### config.mk
export PLATFORM = sky130hd
export DESIGN_NAME = jtframe_dump_ctrl
export DESIGN_NICKNAME = d
export VERILOG_FILES = /design/src/rtl/jtframe_dump_pkg.sv /design/src/rtl/jtframe_dump_sync.sv /design/src/rtl/jtframe_dump_ctrl.sv
export SDC_FILE = /design/constraint.sdc
export NUM_CORES = 1
export LEC_CHECK = 0
export CAP_MARGIN = 25
export CORE_MARGIN = 2
export CORE_UTILIZATION = 59
export CTS_CLUSTER_DIAMETER = 120
export DETAILED_ROUTE_END_ITERATION = 6
export PLACE_DENSITY = 0.83
export SLEW_MARGIN = 20
export SYNTH_ARGS = -nofsm -noshare
export SYNTH_HDL_FRONTEND = slang
export SYNTH_SLANG_ARGS = --single-unit
export TNS_END_PERCENT = 50
### constraint.sdc
create_clock -name clk -period 4.3 [get_ports clk]
set_input_delay 0.43 -clock clk [delete_from_list [all_inputs] [get_ports clk]]
set_output_delay 0.43 -clock clk [all_outputs]
set_load 0.05 [all_outputs]
### src/rtl/jtframe_dump_pkg.sv
// Shared types and default widths for the frame-windowed dump trigger.
// Imported by the synchroniser and by the controller top.
package jtframe_dump_pkg;

  typedef enum logic [1:0] {
    IDLE = 2'd0,
    WAIT = 2'd1,
    DUMP = 2'd2
  } state_t;

  localparam int FCW_DEF = 32;
  localparam int CH_DEF  = 4;
  localparam int WCW_DEF = 8;

endpackage

### src/rtl/jtframe_dump_sync.sv
// Brings vs into the clk domain and turns its falling edge into a one-cycle frame tick.
// All stages reset low, so a vs that is already high at reset release cannot fake a tick.
module jtframe_dump_sync (
  input  logic clk,
  input  logic rst_n,
  input  logic vs,
  output logic tick
);

  logic [2:0] sh;

  // sh[1:0] is the two-flop synchroniser; sh[2] holds the previous synchronised level
  always_ff @(posedge clk or negedge rst_n) begin
    if (!rst_n) begin
      sh   <= '0;
      tick <= 1'b0;
    end else begin
      sh   <= {sh[1:0], vs};
      tick <= sh[2] & ~sh[1];
    end
  end

endmodule

### src/rtl/jtframe_dump_ctrl.sv
// Frame-windowed capture trigger: counts frames from vs and, once armed, opens
// single-shot or periodic capture windows on the probe channels.
module jtframe_dump_ctrl
  import jtframe_dump_pkg::*;
#(
  parameter int FCW = FCW_DEF,
  parameter int CH  = CH_DEF,
  parameter int WCW = WCW_DEF
)(
  input  logic           clk,
  input  logic           rst_n,
  input  logic           vs,
  input  logic           downloading,
  input  logic           arm,
  input  logic           abort,
  input  logic [FCW-1:0] cfg_start,
  input  logic [FCW-1:0] cfg_len,
  input  logic [FCW-1:0] cfg_period,
  input  logic [CH-1:0]  cfg_mask,
  output logic [FCW-1:0] frame_cnt,
  output logic [CH-1:0]  dump_en,
  output logic           dump_start,
  output logic           dump_stop,
  output logic           busy,
  output logic [WCW-1:0] windows
);

  localparam logic [FCW-1:0] FONE = FCW'(1);
  localparam logic [WCW-1:0] WONE = WCW'(1);

  state_t         state;
  logic           tick;
  logic [FCW-1:0] nxt;
  logic [FCW-1:0] len_q;
  logic [FCW-1:0] per_q;
  logic [CH-1:0]  mask_q;
  logic [FCW-1:0] len_cnt;
  logic [FCW-1:0] frame_nx;
  logic [FCW-1:0] len_nx;
  logic [FCW-1:0] per_eff;

  jtframe_dump_sync u_sync (
    .clk   (clk),
    .rst_n (rst_n),
    .vs    (vs),
    .tick  (tick)
  );

  assign frame_nx = frame_cnt + FONE;
  assign len_nx   = len_cnt + FONE;
  assign busy     = (state != IDLE);

  // A period no longer than the window would make windows touch or overlap
  assign per_eff = (cfg_period != '0 && cfg_period <= cfg_len) ? cfg_len + FONE : cfg_period;

  always_ff @(posedge clk or negedge rst_n) begin
    if (!rst_n)
      frame_cnt <= '0;
    else if (downloading)
      frame_cnt <= '0;
    else if (tick)
      frame_cnt <= frame_nx;
  end

  always_ff @(posedge clk or negedge rst_n) begin
    if (!rst_n) begin
      state      <= IDLE;
      nxt        <= '0;
      len_q      <= '0;
      per_q      <= '0;
      mask_q     <= '0;
      len_cnt    <= '0;
      dump_en    <= '0;
      dump_start <= 1'b0;
      dump_stop  <= 1'b0;
      windows    <= '0;
    end else begin
      dump_start <= 1'b0;
      dump_stop  <= 1'b0;
      if (downloading || abort) begin
        if (state == DUMP) dump_stop <= 1'b1;
        state   <= IDLE;
        dump_en <= '0;
      end else begin
        unique case (state)
          IDLE: begin
            if (arm) begin
              len_q   <= cfg_len;
              per_q   <= per_eff;
              mask_q  <= cfg_mask;
              nxt     <= cfg_start;
              len_cnt <= '0;
              windows <= '0;
              if (cfg_start == frame_cnt) begin
                state      <= DUMP;
                dump_en    <= cfg_mask;
                dump_start <= 1'b1;
              end else begin
                state <= WAIT;
              end
            end
          end
          WAIT: begin
            if (tick && frame_nx == nxt) begin
              state      <= DUMP;
              dump_en    <= mask_q;
              dump_start <= 1'b1;
              len_cnt    <= '0;
            end
          end
          DUMP: begin
            if (tick) begin
              len_cnt <= len_nx;
              // A zero length keeps the window open until abort or download
              if (len_q != '0 && len_nx == len_q) begin
                dump_en   <= '0;
                dump_stop <= 1'b1;
                if (windows != '1) windows <= windows + WONE;
                if (per_q == '0) begin
                  state <= IDLE;
                end else begin
                  nxt   <= nxt + per_q;
                  state <= WAIT;
                end
              end
            end
          end
          default: state <= IDLE;
        endcase
      end
    end
  end

endmodule

==> After elaboration in Yosys (flattened, before gate mapping) <==
Index checks and enable logic that the tools add are counted.
{ "op_classes": {"addsub": 5, "magnitude_cmp": 1, "eq_ne": 17, "n_mux": 42, "n_bitwise": 3, "reduce_logical": 19} }
{ "ops": {"columns": ["op", "n"], "rows": [
  ["32-bit 2-to-1 mux", 10],
  ["32-bit by 1-bit adder with 32-bit output (second input constant)", 3],
  ["32-bit == test", 3],
  ["32-bit one-hot mux with 3 select lines", 1],
  ["32-bit one-hot mux with 2 select lines", 1],
  ["32-bit nonzero test", 2],
  ["32-bit adder", 1],
  ["32-bit <= comparator", 1],
  ["32-bit logical NOT", 1],
  ["8-bit 2-to-1 mux", 4],
  ["4-bit 2-to-1 mux", 6],
  ["6-bit AND reduction", 3],
  ["8-bit one-hot mux with 2 select lines", 1],
  ["2-bit 2-to-1 mux", 6],
  ["4-bit one-hot mux with 3 select lines", 1],
  ["1-bit 2-to-1 mux", 10],
  ["3-bit != test (second input constant)", 3],
  ["8-bit by 1-bit adder with 8-bit output (second input constant)", 1],
  ["8-bit != test (second input constant)", 1],
  ["2-bit by 1-bit != test with 1-bit output (second input constant)", 3],
  ["2-bit != test (second input constant)", 3],
  ["3-bit by 2-bit != test with 1-bit output (second input constant)", 2],
  ["2-bit one-hot mux with 3 select lines", 1],
  ["2-bit nonzero test", 3],
  ["13 further kinds", 16]
]} }
{ "totals": {"register_bits": 184, "in_bits": 106, "out_inout_bits": 47, "elab_cells": 100} }

==> Depth between registers and ports, before layout <==
{ "depth": {"depth_word": 7, "ltp_mapped": 14, "mapped_depth_nobuf": 12} }

==> Hierarchy <==
From an unflattened synthesis, not the netlist that was laid out.
{ "hier_totals": {"hier_cells": 1704, "hier_area_um2": 14053.5} }
{ "modules_own_cells": {"columns": ["module", "n_inst", "cells_each", "area_each_um2", "seq_area_each_um2"], "rows": [
  ["jtframe_dump_ctrl", 1, 1699, 13939.6, 4504.3],
  ["jtframe_dump_sync", 1, 5, 113.9, 100.1]
]} }

==> Least setup slack after synthesis <==
Ideal clock, no wire load.
{ "synth_path": {"kind": "reg2reg", "start": "reg frame_cnt[0]", "end": "reg len_cnt[14]", "setup_time_ns": 0.126, "arrival_ns": 3.651, "t_required_ns": 4.174, "setup_slack_ns": 0.523, "stages_incl_launch_ff": 11, "n_path_buf": 1, "period_less_slack_ns": 3.777, "path_cell_list": "dfrtp_1 -> ha_1 -> nand4_4 -> nor4_1 -> a31oi_1 -> nor4_1 -> nand4_1 -> o31a_1 -> or3_1 -> buf_2 -> a221o_1"} }
{ "synth_via": {"elab_chain_cells": 5} }
{ "synth_lines": {"columns": ["element", "line", "source"], "rows": [
  ["start, declared", "jtframe_dump_ctrl.sv:20", "output logic [FCW-1:0] frame_cnt,"],
  ["start signal, assigned", "jtframe_dump_ctrl.sv:62", "frame_cnt <= frame_nx;"],
  ["32-bit by 1-bit adder with 32-bit output", "jtframe_dump_ctrl.sv:49", "assign frame_nx = frame_cnt + FONE;"],
  ["32-bit == test", "jtframe_dump_ctrl.sv:104", "if (tick && frame_nx == nxt) begin"],
  ["1-bit logical AND", "jtframe_dump_ctrl.sv:104", null],
  ["2-bit != test (no source line)", null, null],
  ["5-bit AND reduction (no source line)", null, null],
  ["end signal, assigned", "jtframe_dump_ctrl.sv:113", "len_cnt <= len_nx;"],
  ["end, declared", "jtframe_dump_ctrl.sv:37", "logic [FCW-1:0] len_cnt;"]
]} }
Every way passes these cells.
A chain may end at the register's enable or synchronous reset.

==> Worst setup path after layout <==
{ "layout_path": {"start": "reg len_cnt[6]", "end": "reg nxt[17]"} }
{ "layout_via": {"elab_chain_cells": 5} }
{ "layout_lines": {"columns": ["element", "line", "source"], "rows": [
  ["32-bit by 1-bit adder with 32-bit output", "jtframe_dump_ctrl.sv:50", "assign len_nx = len_cnt + FONE;"],
  ["32-bit == test", "jtframe_dump_ctrl.sv:115", "if (len_q != '0 && len_nx == len_q) begin"],
  ["1-bit logical AND", "jtframe_dump_ctrl.sv:115", null],
  ["2-bit by 1-bit != test with 1-bit output (no source line)", null, null],
  ["6-bit AND reduction (no source line)", null, null],
  ["end signal, assigned", "jtframe_dump_ctrl.sv:91", "nxt <= cfg_start;"],
  ["end signal, assigned", "jtframe_dump_ctrl.sv:122", "nxt <= nxt + per_q;"],
  ["end, declared", "jtframe_dump_ctrl.sv:33", "logic [FCW-1:0] nxt;"]
]} }
Every way passes these cells.

==> key figures <==
Run status
  • Status: finished with violations
  • Failing checks: hold timing

Clock network
  • Clk pin slew, worst setup/hold paths: roughly 80 ps
  • Setup Buffers After CTS: 0
  • Clock Tree Root: clkbuf_16
  • Resize count post-CTS: 0
  • CTS Buf Count: 17
  • CTS tree: built
  • H-tree lvl count: 4
  • CTS Buffer Depth: 2
  • Clk_lat worst skew: 450 ps
  • # hold bufs at CTS: 0
  • Clock sinks: between 150 and 200

Setup path
  • Setup crit end kind: flip-flop
  • Crit path max fanout: 13
  • CP cell instances: and3_1 -> and4_1 -> buf_4 -> nand4_1 -> xnor2_1 -> a311o_1 -> or4b_1 -> o41ai_1 -> buf_4 -> nand4_1 -> o211ai_1
  • Crit path DAT: roughly 4400 ps
  • CP peak stage delay: between 500 and 600 ps
  • Crit path from: len_cnt[6]
  • Setup CP Type: flip-flop to flip-flop
  • CP max-delay cell: dfrtp_1
  • CP Data Required Time: 4650 ps
  • Worst setup SP type: flip-flop
  • R2R Setup Slk: 260 ps
  • Reg-to-Reg Start: len_cnt[6]

Floorplanning
  • Num ports: ~150
  • Core Region: 24,300 um^2
  • Row Count: 57
  • Die footprint: 26,100 um^2
  • Starting Density: between 60% and 70%
  • Die H: ~160 um
  • DIE WIDTH: 162 um

Yosys
  • EDFF count, synth: 0
  • Post-synthesis cell area: ~15,000 um^2
  • Top-area cell type share of the netlist area: a little under a third
  • Synthesized netlist net count: just under 2,000
  • Seq cells post-synth: 184
  • Yosys warns: 0
  • Post-Syn Instances: 1,765
  • Area leader, netlist: dfrtp_1
  • Post-synth ARST share: 100%
  • Top FF cell, synth: dfrtp_1
  • Most area-consuming cells after synthesis: dfrtp_1, xnor2_1, ha_1
  • Netlist cell types: slightly above 80
  • Avg Inst Size Synth: ~8.3 um^2
  • Sequential fraction of the synthesis area: 31.4%

Place
  • # port buffers: roughly 150
  • Final GP Congestion: between 1 and 1.5
  • Placed Cells incl. Taps: roughly 2,200
  • Dpl hpwl: ~35 mm

GRT
  • Initial antenna violation count: 0
  • Total gr overflow: 0
  • Largest net degree at the start of global routing: 100
  • Vias in the first global route: 13,600
  • First-pass GRT wire length: 72.5 mm
  • All-Layer GR Usage: between 30% and 40%

Power
  • P_leak: ~7 nW
  • Power per cell area: 348 nW/um^2
  • Peak VDD IR: between 0.2 and 0.25 mV

Route
  • Via density: around 6.6
  • Post-DRT Antenna Nets: 0
  • Vias: about 14,000
  • Routed len/inst: 20.6 um
  • Initial drt markers: 1,686
  • Drt first pass iters: 6
  • DRC: 0
  • Final WL: ~45 mm

STA
  • RSZ-0062 raised after global routing: false
  • Final period utilization: a little over nine tenths
  • Slew @ Worst Pin: between 700 and 800 ps
  • Hold Slack: -21.6 ps
  • Fmax: around 250 MHz
  • Setup TNS: 0 ps
  • Fin. Hold Viols: 7
  • Min cycle time layout: 4040 ps
  • Pins Over Slew Limit: 0
  • Setup Skew: about 16 ps
  • # setup viols final: 0
  • Slew HR: between 50% and 60%

Finish
  • Post-layout nets: between 2,000 and 2,500
  • Filler Cells Inserted: 1,962
  • Antenna diodes: 0
  • Most frequent cells in the layout: dfrtp_1, nand2_1, clkdlybuf4s50_1
  • Share of cells above drive strength 1: under 10%
  • Area Overhead vs Synth: 16.5%
  • Layout Cells excl Fill: 2,200
  • Most common cell after layout, fill and taps aside: dfrtp_1

Hold path
  • HP Class: input pin to asynchronous set/reset pin

Job
  • Max Cap Viol: 0
==> critical path, delay by kind of cell (launching register included) <==
kind            cells  cell delay [ps]
compound gates      3             1070
flops               1              560
xor+xnor            1              230
simple gates        5             1690
buf+inv             2              420
==> per-layer routing <==
| metal | wire [um] | vias up | global-route usage [%] |
|---|---|---|---|
| met2 | 20300 | 737 | 54.8 |
| met5 | 0 | - | 0 |
| li1 | - | 6724 | - |
| met4 | 1280 | 0 | 11.7 |
| met1 | 19800 | 6898 | 49.3 |
| met3 | 3830 | 83 | 4.55 |
==> path summary, 6_finish.rpt <==
| kind | end | cells past startpoint |
|---|---|---|
| min | frame_cnt[6] | 1 |
| min reg2reg | u_sync.sh[1] | 0 |
| max | nxt[17] | 11 |
| min in group clk | u_sync.sh[1] | 0 |
| max reg2reg | nxt[17] | 11 |
| max in group asynchronous | len_cnt[9] | 2 |
==> cells in the mapped netlist, types with 54 or more instances <==
cell      number
a21oi_1       64
clkbuf_1      79
dfrtp_1      184
ha_1          71
inv_1         81
nand2_1      174
nand3_1       90
nor2_1       118
o211ai_1      54
o21ai_0      100
xnor2_1      103
xor2_1        86
==> stage by stage <==
| stage | hold slack [ps] | area [um^2] | worst slack [ps] | utilization, % | total power [mW] |
|---|---|---|---|---|---|
| global route | 41.4 | 17100 | 87.2 | 70.2 | 6.26 |
| global placement | 336 | 16400 | 276 | 67.5 | 4.22 |
| floorplan | 134 | 14600 | 523 | - | 3.62 |
| finish | -21.6 | 17100 | 257 | 70.2 | 5.94 |
| detailed placement | 353 | 16400 | 145 | 67.6 | 4.30 |
| CTS | 10.1 | 17000 | 131 | 70.0 | 5.89 |
==> flip-flops by register name, indices dropped and copies added (netlist names), 2 cells and up <==
signal and flops:
windows 8, state 2, len_q 32, dump_en 4, frame_cnt 32, u_sync.sh 3, len_cnt 32, mask_q 4
per_q 32, nxt 32
==> cells by family (layout without fill, tap and decap cells) <==
group	count (synthesis)	count (layout)	share of synthesized area [%]
adder cells (fa/ha/maj)	72	72	6.20
multiplexers	30	30	2.15
AND/OR/NAND/NOR	651	651	22.5
XOR/XNOR	190	190	11.5
buffers and inverters	191	302	5.28
flip-flops	184	184	31.4
AO/OA/AOI/OAI	447	447	21.0
==> layout make-up <==
type	instances	area, um^2	share of cell area, %
tap	324	405	2.38
inverter	82	308	1.80
clock inverter	15	156	0.917
clock buffer	17	425	2.49
multi-input combinational	1390	9330	54.7
sequential	184	4600	27.0
timing repair buffer	188	1840	10.8
==> where the power goes <==
group          internal [mW]  leakage [nW]  switching, mW
logic                  0.888          4.29           1.17
clock network          0.824         0.283          0.769
registers               1.95          2.40          0.331
total                   3.66          6.98           2.27
(Power assumes the default switching activity.)
